## src/rtl/openddr_pkg.sv

```systemverilog
// OpenDDR shared package: DFI defaults and data-path entry types.
// Entry typedefs are sized for the default 4-phase, 64-bit DFI configuration.
package openddr_pkg;

    localparam int DFI_DATA_WIDTH_DEFAULT = 64;
    localparam int DFI_NUM_PHASES_DEFAULT = 4;
    localparam int DFI_WRLAT_MAX_DEFAULT  = 15;
    localparam int DFI_MAX_BURST_DEFAULT  = 4;
    localparam int DFI_FIFO_DEPTH_DEFAULT = 8;

    localparam int DFI_BUS_W  = DFI_DATA_WIDTH_DEFAULT * DFI_NUM_PHASES_DEFAULT;
    localparam int DFI_MASK_W = DFI_BUS_W / 8;

    typedef struct packed {
        logic [DFI_BUS_W-1:0]  data;
        logic [DFI_MASK_W-1:0] mask;
    } dfi_wr_entry_t;

    typedef struct packed {
        logic [DFI_BUS_W-1:0]              data;
        logic [DFI_NUM_PHASES_DEFAULT-1:0] phase_valid;
    } dfi_rd_entry_t;

endpackage

```

## src/rtl/openddr_sync_fifo.sv

```systemverilog
// OpenDDR synchronous first-word-fall-through FIFO.
// Pointers carry one extra wrap bit; full/empty come from the MSB compare.
module openddr_sync_fifo #(
    parameter int WIDTH = 8,
    parameter int DEPTH = 8,
    localparam int AW   = $clog2(DEPTH)
) (
    input  logic             clk,
    input  logic             rst_n,
    input  logic             push,
    input  logic [WIDTH-1:0] push_data,
    input  logic             pop,
    output logic [WIDTH-1:0] pop_data,
    output logic             full,
    output logic             empty,
    output logic [AW:0]      count
);

    logic [WIDTH-1:0] mem [DEPTH];
    logic [AW:0]      wptr;
    logic [AW:0]      rptr;
    logic             do_push;
    logic             do_pop;

    assign empty    = (wptr == rptr);
    assign full     = (wptr[AW] != rptr[AW]) &&
                      (wptr[AW-1:0] == rptr[AW-1:0]);
    assign count    = wptr - rptr;
    assign do_pop   = pop & ~empty;
    assign do_push  = push & (~full | do_pop);
    assign pop_data = mem[rptr[AW-1:0]];

    // Pointer update; reset empties the FIFO without touching storage.
    always_ff @(posedge clk or negedge rst_n) begin
        if (!rst_n) begin
            wptr <= '0;
            rptr <= '0;
        end else begin
            if (do_push) wptr <= wptr + 1'b1;
            if (do_pop)  rptr <= rptr + 1'b1;
        end
    end

    // Storage write; a push into a full FIFO reuses the slot being popped.
    always_ff @(posedge clk) begin
        if (do_push) mem[wptr[AW-1:0]] <= push_data;
    end

endmodule

```

## src/rtl/openddr_dfi_phase_datapath.sv

```systemverilog
// OpenDDR DFI phase data path: latency-scheduled write launch and
// read capture FIFO with sticky underrun/collision/overflow flags.
module openddr_dfi_phase_datapath
    import openddr_pkg::*;
#(
    parameter int DATA_WIDTH    = DFI_DATA_WIDTH_DEFAULT,
    parameter int NUM_PHASES    = DFI_NUM_PHASES_DEFAULT,
    parameter int WRLAT_MAX     = DFI_WRLAT_MAX_DEFAULT,
    parameter int MAX_BURST     = DFI_MAX_BURST_DEFAULT,
    parameter int WR_FIFO_DEPTH = DFI_FIFO_DEPTH_DEFAULT,
    parameter int RD_FIFO_DEPTH = DFI_FIFO_DEPTH_DEFAULT,
    localparam int BW  = NUM_PHASES * DATA_WIDTH,
    localparam int MW  = BW / 8,
    localparam int LW  = $clog2(WRLAT_MAX + 1),
    localparam int BLW = $clog2(MAX_BURST + 1)
) (
    input  logic                  clk,
    input  logic                  rst_n,
    input  logic [LW-1:0]         cfg_wrlat,
    input  logic                  wr_cmd_valid,
    input  logic [BLW-1:0]        wr_cmd_len,
    input  logic                  wdata_valid,
    output logic                  wdata_ready,
    input  logic [BW-1:0]         wdata,
    input  logic [MW-1:0]         wstrb,
    output logic [BW-1:0]         dfi_wrdata,
    output logic [MW-1:0]         dfi_wrdata_mask,
    output logic [NUM_PHASES-1:0] dfi_wrdata_en,
    input  logic [BW-1:0]         dfi_rddata,
    input  logic [NUM_PHASES-1:0] dfi_rddata_valid,
    output logic                  rd_valid,
    input  logic                  rd_ready,
    output logic [BW-1:0]         rd_data,
    output logic [NUM_PHASES-1:0] rd_phase_valid,
    input  logic                  err_clr,
    output logic                  err_wr_underrun,
    output logic                  err_wr_collision,
    output logic                  err_rd_overflow
);

    localparam int SW = WRLAT_MAX + MAX_BURST;

    typedef struct packed {
        logic [BW-1:0] data;
        logic [MW-1:0] mask;
    } wr_entry_t;

    typedef struct packed {
        logic [BW-1:0]         data;
        logic [NUM_PHASES-1:0] phase_valid;
    } rd_entry_t;

    wr_entry_t wr_in;
    wr_entry_t wr_head;
    rd_entry_t rd_in;
    rd_entry_t rd_head;

    logic wr_full, wr_empty, wr_push, wr_pop;
    logic rd_full, rd_empty, rd_push, rd_pop;
    logic [$clog2(WR_FIFO_DEPTH):0] wr_count;
    logic [$clog2(RD_FIFO_DEPTH):0] rd_count;
    logic unused_cnt;

    logic           ready_en;
    logic [SW-1:0]  sched_q;
    logic [SW-1:0]  sched_sh;
    logic [SW-1:0]  sched_mask;
    logic [SW-1:0]  sched_d;
    logic [BLW-1:0] len_c;
    logic           collision;
    logic           launch;
    logic           underrun_q;
    logic           rd_capture;
    logic           overflow;

    assign unused_cnt = ^{wr_count, rd_count};

    // ---------------- write side ----------------
    assign wdata_ready = ready_en & ~wr_full;
    assign wr_push     = wdata_valid & wdata_ready;
    assign wr_in.data  = wdata;
    assign wr_in.mask  = ~wstrb;

    openddr_sync_fifo #(
        .WIDTH ($bits(wr_entry_t)),
        .DEPTH (WR_FIFO_DEPTH)
    ) u_wr_fifo (
        .clk       (clk),
        .rst_n     (rst_n),
        .push      (wr_push),
        .push_data (wr_in),
        .pop       (wr_pop),
        .pop_data  (wr_head),
        .full      (wr_full),
        .empty     (wr_empty),
        .count     (wr_count)
    );

    // Next schedule: shift, then OR in the clamped burst window.
    always_comb begin
        len_c      = (wr_cmd_len > BLW'(MAX_BURST)) ?
                     BLW'(MAX_BURST) : wr_cmd_len;
        sched_sh   = sched_q >> 1;
        sched_mask = '0;
        if (wr_cmd_valid)
            sched_mask = ((SW'(1) << len_c) - SW'(1)) << cfg_wrlat;
        collision  = |(sched_sh & sched_mask);
        sched_d    = sched_sh | sched_mask;
    end

    assign launch = sched_d[0];
    assign wr_pop = launch & ~wr_empty;

    // Schedule register and write-ready enable after reset release.
    always_ff @(posedge clk or negedge rst_n) begin
        if (!rst_n) begin
            sched_q  <= '0;
            ready_en <= 1'b0;
        end else begin
            sched_q  <= sched_d;
            ready_en <= 1'b1;
        end
    end

    // Registered DFI write outputs; empty FIFO at launch drives zero data.
    always_ff @(posedge clk or negedge rst_n) begin
        if (!rst_n) begin
            dfi_wrdata      <= '0;
            dfi_wrdata_mask <= '1;
            dfi_wrdata_en   <= '0;
            underrun_q      <= 1'b0;
        end else begin
            dfi_wrdata_en <= {NUM_PHASES{launch}};
            underrun_q    <= launch & wr_empty;
            if (launch) begin
                dfi_wrdata      <= wr_empty ? '0 : wr_head.data;
                dfi_wrdata_mask <= wr_empty ? '1 : wr_head.mask;
            end else begin
                dfi_wrdata_mask <= '1;
            end
        end
    end

    // ---------------- read side ----------------
    // Capture entry with invalid phase lanes forced to zero.
    always_comb begin
        rd_in.data        = '0;
        rd_in.phase_valid = dfi_rddata_valid;
        for (int p = 0; p < NUM_PHASES; p++) begin
            if (dfi_rddata_valid[p])
                rd_in.data[p*DATA_WIDTH +: DATA_WIDTH] =
                    dfi_rddata[p*DATA_WIDTH +: DATA_WIDTH];
        end
    end

    assign rd_capture = |dfi_rddata_valid;
    assign rd_valid   = ~rd_empty;
    assign rd_pop     = rd_valid & rd_ready;
    assign rd_push    = rd_capture & (~rd_full | rd_pop);
    assign overflow   = rd_capture & rd_full & ~rd_pop;

    openddr_sync_fifo #(
        .WIDTH ($bits(rd_entry_t)),
        .DEPTH (RD_FIFO_DEPTH)
    ) u_rd_fifo (
        .clk       (clk),
        .rst_n     (rst_n),
        .push      (rd_push),
        .push_data (rd_in),
        .pop       (rd_pop),
        .pop_data  (rd_head),
        .full      (rd_full),
        .empty     (rd_empty),
        .count     (rd_count)
    );

    assign rd_data        = rd_empty ? '0 : rd_head.data;
    assign rd_phase_valid = rd_empty ? '0 : rd_head.phase_valid;

    // Sticky error flags; a new event wins over a coincident clear.
    always_ff @(posedge clk or negedge rst_n) begin
        if (!rst_n) begin
            err_wr_underrun  <= 1'b0;
            err_wr_collision <= 1'b0;
            err_rd_overflow  <= 1'b0;
        end else begin
            err_wr_underrun  <= underrun_q | (err_wr_underrun & ~err_clr);
            err_wr_collision <= collision | (err_wr_collision & ~err_clr);
            err_rd_overflow  <= overflow | (err_rd_overflow & ~err_clr);
        end
    end

endmodule

```

## config.mk

```make
export PLATFORM = sky130hd
export DESIGN_NAME = openddr_dfi_phase_datapath
export DESIGN_NICKNAME = d
export VERILOG_FILES = /design/src/rtl/openddr_pkg.sv /design/src/rtl/openddr_sync_fifo.sv /design/src/rtl/openddr_dfi_phase_datapath.sv
export SDC_FILE = /design/constraint.sdc
export NUM_CORES = 2
export LEC_CHECK = 0
export ABC_AREA = 1
export BUFFER_PORTS_ARGS = -buffer_cell sky130_fd_sc_hd__buf_2
export CAP_MARGIN = 20
export CORE_AREA = 5 5 860 862
export DETAILED_ROUTE_END_ITERATION = 8
export DIE_AREA = 0 0 865 867
export PLACE_DENSITY = 0.39
export SETUP_SLACK_MARGIN = 0.5
export SLEW_MARGIN = 20
export SYNTH_ARGS = -nofsm -noshare
export SYNTH_HDL_FRONTEND = slang
export SYNTH_MEMORY_MAX_BITS = 65536
export SYNTH_SLANG_ARGS = --single-unit
```

## constraint.sdc

```tcl
create_clock -name clk -period 27.4 [get_ports clk]
set_input_delay 8.22 -clock clk [delete_from_list [all_inputs] [get_ports clk]]
set_output_delay 8.22 -clock clk [all_outputs]
set_load 0.02 [all_outputs]
```

* Word level (Yosys, flattened, before mapping)
Memory sizes are Yosys's and may differ from the RTL's.
Cells that the tools add are included.
W data, S select, Z words.
** Word-level totals
- Output and inout port bits :: 557
- Word-level logic and storage cells :: 78
- Memory bits (writable) :: 4384
- Register bits :: 329
- Memories :: 2
** Cells by class
- Bitwise gates (word level) :: 30
- Eq/ne operators :: 6
- Shifts and indexed selects :: 2
- Mux-type cells :: 15
- $add $sub $neg :: 5
- Magnitude comparators :: 1
- Reduce and logical (&&, ||, !) cells :: 4
** Memories
- u_wr_fifo.mem :: depth 8, width 288, rd ports 1, clocked after Yosys merged registers in 0, write ports 1, line openddr_sync_fifo.sv:19 : logic [WIDTH-1:0] mem [DEPTH];
- u_rd_fifo.mem :: depth 8, width 260, rd ports 1, clocked after Yosys merged registers in 0, write ports 1, line openddr_sync_fifo.sv:19
** Operators with widths (number)
- $mux W256 :: 2
- $mux W64 :: 4
- $mux W32 :: 2
- $not A32 Y32 :: 1
- $and A18 B19 Y19 :: 1
- $mux W19 :: 1
- $or A18 B19 Y19 :: 1
- $reduce_or A19 Y1 :: 1
- $shl A1 B3 Y19 const A :: 1
- $shl A19 B4 Y19 :: 1
- $sub A19 B2 Y19 const B :: 1
- $add A4 B1 Y4 const B :: 4
- $and A1 B1 Y1 :: 15
- $eq A4 B4 Y1 :: 2
- $eq A3 B3 Y1 :: 2
- $not A1 Y1 :: 6
- $or A1 B1 Y1 :: 6
- $mux W1 :: 4
- $mux W4 :: 1
- $reduce_or A4 Y1 :: 1
- $gt A3 B3 Y1 const B :: 1
- $mux W3 :: 1
- $logic_and A1 B1 Y1 :: 2
- $ne A1 B1 Y1 :: 2

* Logic depth before layout (Yosys ltp)
- Depth in word-level cells :: 13
- Gate-level depth with buffers :: 13
- Mapped depth without buffers :: 12

* Hierarchy
Synthesis repeated with hierarchy kept, for this count alone.
** Second synthesis, totals
- Cells, all modules :: 16698
- Area total of the unflattened synthesis :: 190387.6 µm²
** By module, submodules not included
- openddr_sync_fifo (u_wr_fifo) :: cells each 7739, times used 1, seq. area each 69386.5 µm², area an instance 91577.8 µm²
- openddr_sync_fifo (u_rd_fifo) :: cells each 6998, times used 1, seq. area each 62660.1 µm², area an instance 83059.7 µm²
- openddr_dfi_phase_datapath :: cells each 1961, times used 1, seq. area each 7847.5 µm², area an instance 15750.1 µm²

* Least setup slack after synthesis
Ideal clock, no wire load.
- Path kind :: input port to flip-flop
- Start :: in wdata_valid
- End :: mem u_wr_fifo.mem[6][0] in the netlist's numbering, enable pin
- Required time :: 26108 ps
- Stages :: 3
- Path buffers :: 0
- Arrival :: 27972 ps
- Setup slack :: -1864 ps
- Path through :: nand2_1 or2_2 nor3_1
** Between the ends
- Cells in the longest elaborated chain, start to end :: 4
** Ends and longest elaborated chain
- start, declared :: line openddr_dfi_phase_datapath.sv:22 : input logic wdata_valid,
- $and A1 B1 Y1 :: line openddr_dfi_phase_datapath.sv:80 : assign wr_push = wdata_valid & wdata_ready;
- $and A1 B1 Y1 :: line openddr_sync_fifo.sv:30 : assign do_push = push & (~full | do_pop);
- $mux W1 :: line openddr_sync_fifo.sv:46 : if (do_push) mem[wptr[AW-1:0]] <= push_data;
- $mux W1 (implied by the code) :: line openddr_sync_fifo.sv:46
- end, declared :: line openddr_sync_fifo.sv:19
No other way between the ends.

* Worst setup path after layout
- Start :: reg u_rd_fifo.rptr[0]
- End :: out rd_data[166]
** Between the ends
- Cells in the longest elaborated chain, start to end :: 2
** Ends and longest elaborated chain
- start, declared :: line openddr_sync_fifo.sv:21 : logic [AW:0] rptr;
- start signal, assigned :: line openddr_sync_fifo.sv:40 : if (do_pop) rptr <= rptr + 1'b1;
- $mem_v2 Z8 W260 / $eq A4 B4 Y1 (equally long branches)
- $mux W256 (*) :: line openddr_dfi_phase_datapath.sv:177 : assign rd_data = rd_empty ? '0 : rd_head.data;
- end, declared :: line openddr_dfi_phase_datapath.sv:33 : output logic [BW-1:0] rd_data,
Every way passes the cells marked *; elsewhere a longest branch is shown, timed or not.

==> summary.md <==
| Metric | Value |
|---|---|
| Post-Synthesis Cells | `13875` |
| Rows | `314` |
| DIE HEIGHT | `867 um` |
| Synth warnings | `0` |
| Clock-pin slew on the worst setup and hold paths | `0.05 ns` |
| CTS tree | `built` |
| Top cells by area, synth | `edfxtp_1, o21ai_0, nor2_1` |
| Core area | `730000 um2` |
| FILL cells | `74259` |
| Met2 Use GR | `24.8%` |
| Critical path data arrival time | `5.98 ns` |
| Final core occ | `29.6%` |
| Final slew viol count | `0` |
| Hold Crit Class | `flip-flop to flip-flop` |
| Crit path capture type | `primary output` |
| Max Freq | `0.0704 GHz` |
| Worst setup endpoint | `rd_data[166]` |
| # H-tree levels | `6` |
| Syn Std Cell Area | `182000 um2` |
| CP max FO | `83` |
| Synth top area share | `72.2%` |
| Max-cap violations | `0` |
| GRT Overall Usage | `15.4%` |
| Share of layout cells above drive strength 1 | `14.2%` |
| Post-synthesis simple-gate area fraction | `8.34%` |
| CP Cell Sequence | `xor2_1, nor2_1, nand2_1, nor2_1, inv_8, buf_4, buf_4, o21ai_0, a31oi_1, buf_2` |
| Post-synth EDFFs | `4384` |
| R2r worst-path depth | `13` |
| Seq/Total Area, Yosys | `76.7%` |
| Clock buffer depth | `4` |
| Psw | `10.6 mW` |
| Fin cells | `24925` |
| Post-route antenna net violation count | `0` |
| Number of global-route vias before repair | `113540` |
| Final GP Congestion | `0.737` |
| Clock share of power | `27.3%` |
| Routed vias | `115213` |
| Relative slew margins | `24.9%` |
| Pwr/cell area | `123 nW/um2` |
| Synth Area in Compound Gates | `11.8%` |
| Leakage power | `75.1 nW` |
| Comb pwr share | `35.7%` |
| Met3 Resource Use GR | `2.81%` |
| Synth area leader | `edfxtp_1` |
| IO buf count | `1117` |
| Placed Cells | `23876` |
| Clock Tree Root | `clkbuf_16` |
| Status | `complete, no violations` |
| Post-cts resize count | `0` |
| Sequential power share | `36.9%` |
| Remaining Overflow, GRT | `0` |
| Crit-path slowest cell | `buf_4` |
| Top FF cell, synth | `edfxtp_1` |
| Final setup violation count | `0` |
| Adder-cell share of the synthesized area | `0.0343%` |
| Post CTS Setup Buffer Count | `0` |
| Switching portion of total power | `39.8%` |
| Yosys reg bits | `4712` |
| GR peak layer | `met2` |
| CP Launch Type | `flip-flop` |
| Initial core utilization | `25.0%` |
| Layout Skew | `0.103 ns` |
| Largest family of logic cells by synthesized area | `compound AO/OA/AOI/OAI gates` |
| Worst EP required | `19.18 ns` |
| Reg-to-Reg End | `dfi_wrdata[190]` |
| Syn_area_per_cell | `13.1 um2` |
| Post-synthesis xor/xnor area fraction | `0.0865%` |
| Post-synthesis mux area share | `0%` |
| Pin count of the biggest net entering global routing | `212` |
| Worst-Margin Slew | `1.12 ns` |
| Critical Path Max Stage Delay | `0.92 ns` |
| Setup TNS Final | `0 ns` |
| Avg WL per Cell | `24.2 um` |
| Net count, final | `15369` |
| Netlist cell types | `38` |
| Int Power | `16.1 mW` |
| Final Cycle Share | `51.8%` |
| Clk_lat worst skew | `1.08 ns` |
| DRC Markers | `0` |
| Number of hold buffers added after CTS | `0` |
| RSZ-0062 raised after global routing | `no` |
| Fin. Hold Viols | `0` |
| Routed vias/inst | `4.62` |
| Worst setup path startpoint | `u_rd_fifo.rptr[0]` |
| Setup CP Type | `flip-flop to primary output` |
| Die ar. | `750000 um2` |
| Worst r2r src | `u_wr_fifo.rptr[0]` |
| Grt met1 use | `21.5%` |
| Async S/R FF share, synth | `6.96%` |
| Global-route wire length before repair | `862 mm` |
| DP HPWL | `331 mm` |
| Number of DRC markers in iteration 0 | `8612` |
| Peak supply drop | `0.0907 mV` |
| Num CTS Buffers | `562` |
| Clk sinks | `4712` |
| DR pass1 iterations | `6` |
| Initial antenna violation count | `180` |
| I/O pins | `1118` |
| WL final | `604 mm` |
| Area Overhead vs Synth | `18.5%` |
| Fin crit period | `14.20 ns` |
| R2R Setup Slk | `20.28 ns` |
| Die Span X | `865 um` |
[sequential cells by signal, summed over array words and instances, names as in the netlist, 4 cells and up]
register         flops
u_rd_fifo.rptr       4
u_wr_fifo.mem     2304
u_wr_fifo.rptr       4
sched_q             19
dfi_wrdata         256
u_rd_fifo.mem     2080
u_wr_fifo.wptr       4
dfi_wrdata_mask     32
u_rd_fifo.wptr       4
[kinds of logic after synthesis]
logic type      Yosys count
buf+inv                1299
flops                  4712
other cells               2
compound gates         3831
simple gates           4008
fa+ha+maj                 5
xor+xnor                 18
[layout by cell type, fill, tap and decap left out, types with 165 or more instances in the layout]
cell type	n
nand2_1	1173
nor2_1	2729
clkbuf_1	165
dfrtp_1	291
edfxtp_1	4384
buf_4	193
clkbuf_16	572
o22ai_1	836
a22o_1	256
inv_1	315
a31oi_1	259
buf_2	1112
o21ai_0	2353
[synth_stat cells (16+ instances only)]
library cell,instances
clkbuf_1,628
nor2_1,2743
dfrtp_1,296
o21ai_1,111
buf_1,47
buf_4,16
a22o_1,256
o21ai_0,2353
dfstp_2,32
edfxtp_1,4384
buf_2,258
inv_1,315
buf_6,24
a31oi_1,260
o22ai_1,836
nand2_1,1173
nand3_1,68
[power by group through the flow]
stage | combinational, mW | clock [mW] | sequential (mW)
after detailed placement | 9.79 | 0 | 9.98
after floorplan | 5.50 | 0 | 10.6
final | 9.53 | 7.29 | 9.84
after global placement | 9.82 | 0 | 9.99
after CTS | 9.82 | 7.52 | 9.85
after global routing | 10.5 | 7.83 | 9.94
[worst min-delay path by stage]
stage	startpoint	endpoint	slack [ns]	cells after the start
2_1_floorplan	underrun_q	err_wr_underrun	0.40	1
3_3_place_gp	sched_q[13]	sched_q[12]	0.44	1
3_5_place_dp	sched_q[13]	sched_q[12]	0.44	1
4_1_cts	sched_q[13]	sched_q[12]	0.45	1
5_1_grt	sched_q[13]	sched_q[12]	0.47	1
6_report	sched_q[17]	sched_q[16]	0.46	1
[metal layers]
layer | vias to the layer above | part of all wire, %
met5 | - | 0.091
met2 | 2836 | 46
li1 | 52660 | -
met4 | 82 | 2.4
met1 | 58725 | 46
met3 | 910 | 5.6
[area by class of cell]
class                   instances  area (um2)  share of cell area, %
flip-flops and latches       4712      140000                   64.8
repair buffers               1336        7640                   3.53
clock buffers                 778       15500                   7.17
well taps                    9638       12100                   5.58
multi-input cells            7865       37100                   17.2
clock inverters               229        2440                   1.13
diodes                         41         103                 0.0475
inverters                     326        1290                  0.596
[worst max-delay path, delay by kind of cell, from the launching register on]
family                    cells  cell delay (ns)
xor gates and xnor gates      1             0.21
DFF                           1             0.79
AOI/OAI and AO/OA             2             1.03
and+or+nand+nor               3             0.24
buffers and inverters         4             2.56
[per-stage QoR]
stage	setup slack [ns]	power [mW]	area, um2	hold slack (ns)
6_report	13.20	26.7	216000	0.462
5_1_grt	12.90	28.2	216000	0.467
4_1_cts	12.94	27.2	216000	0.454
3_5_place_dp	14.16	19.8	198000	0.441
3_3_place_gp	13.95	19.8	198000	0.440
2_1_floorplan	5.91	16.1	182000	0.404
(Power assumes the default switching activity.)
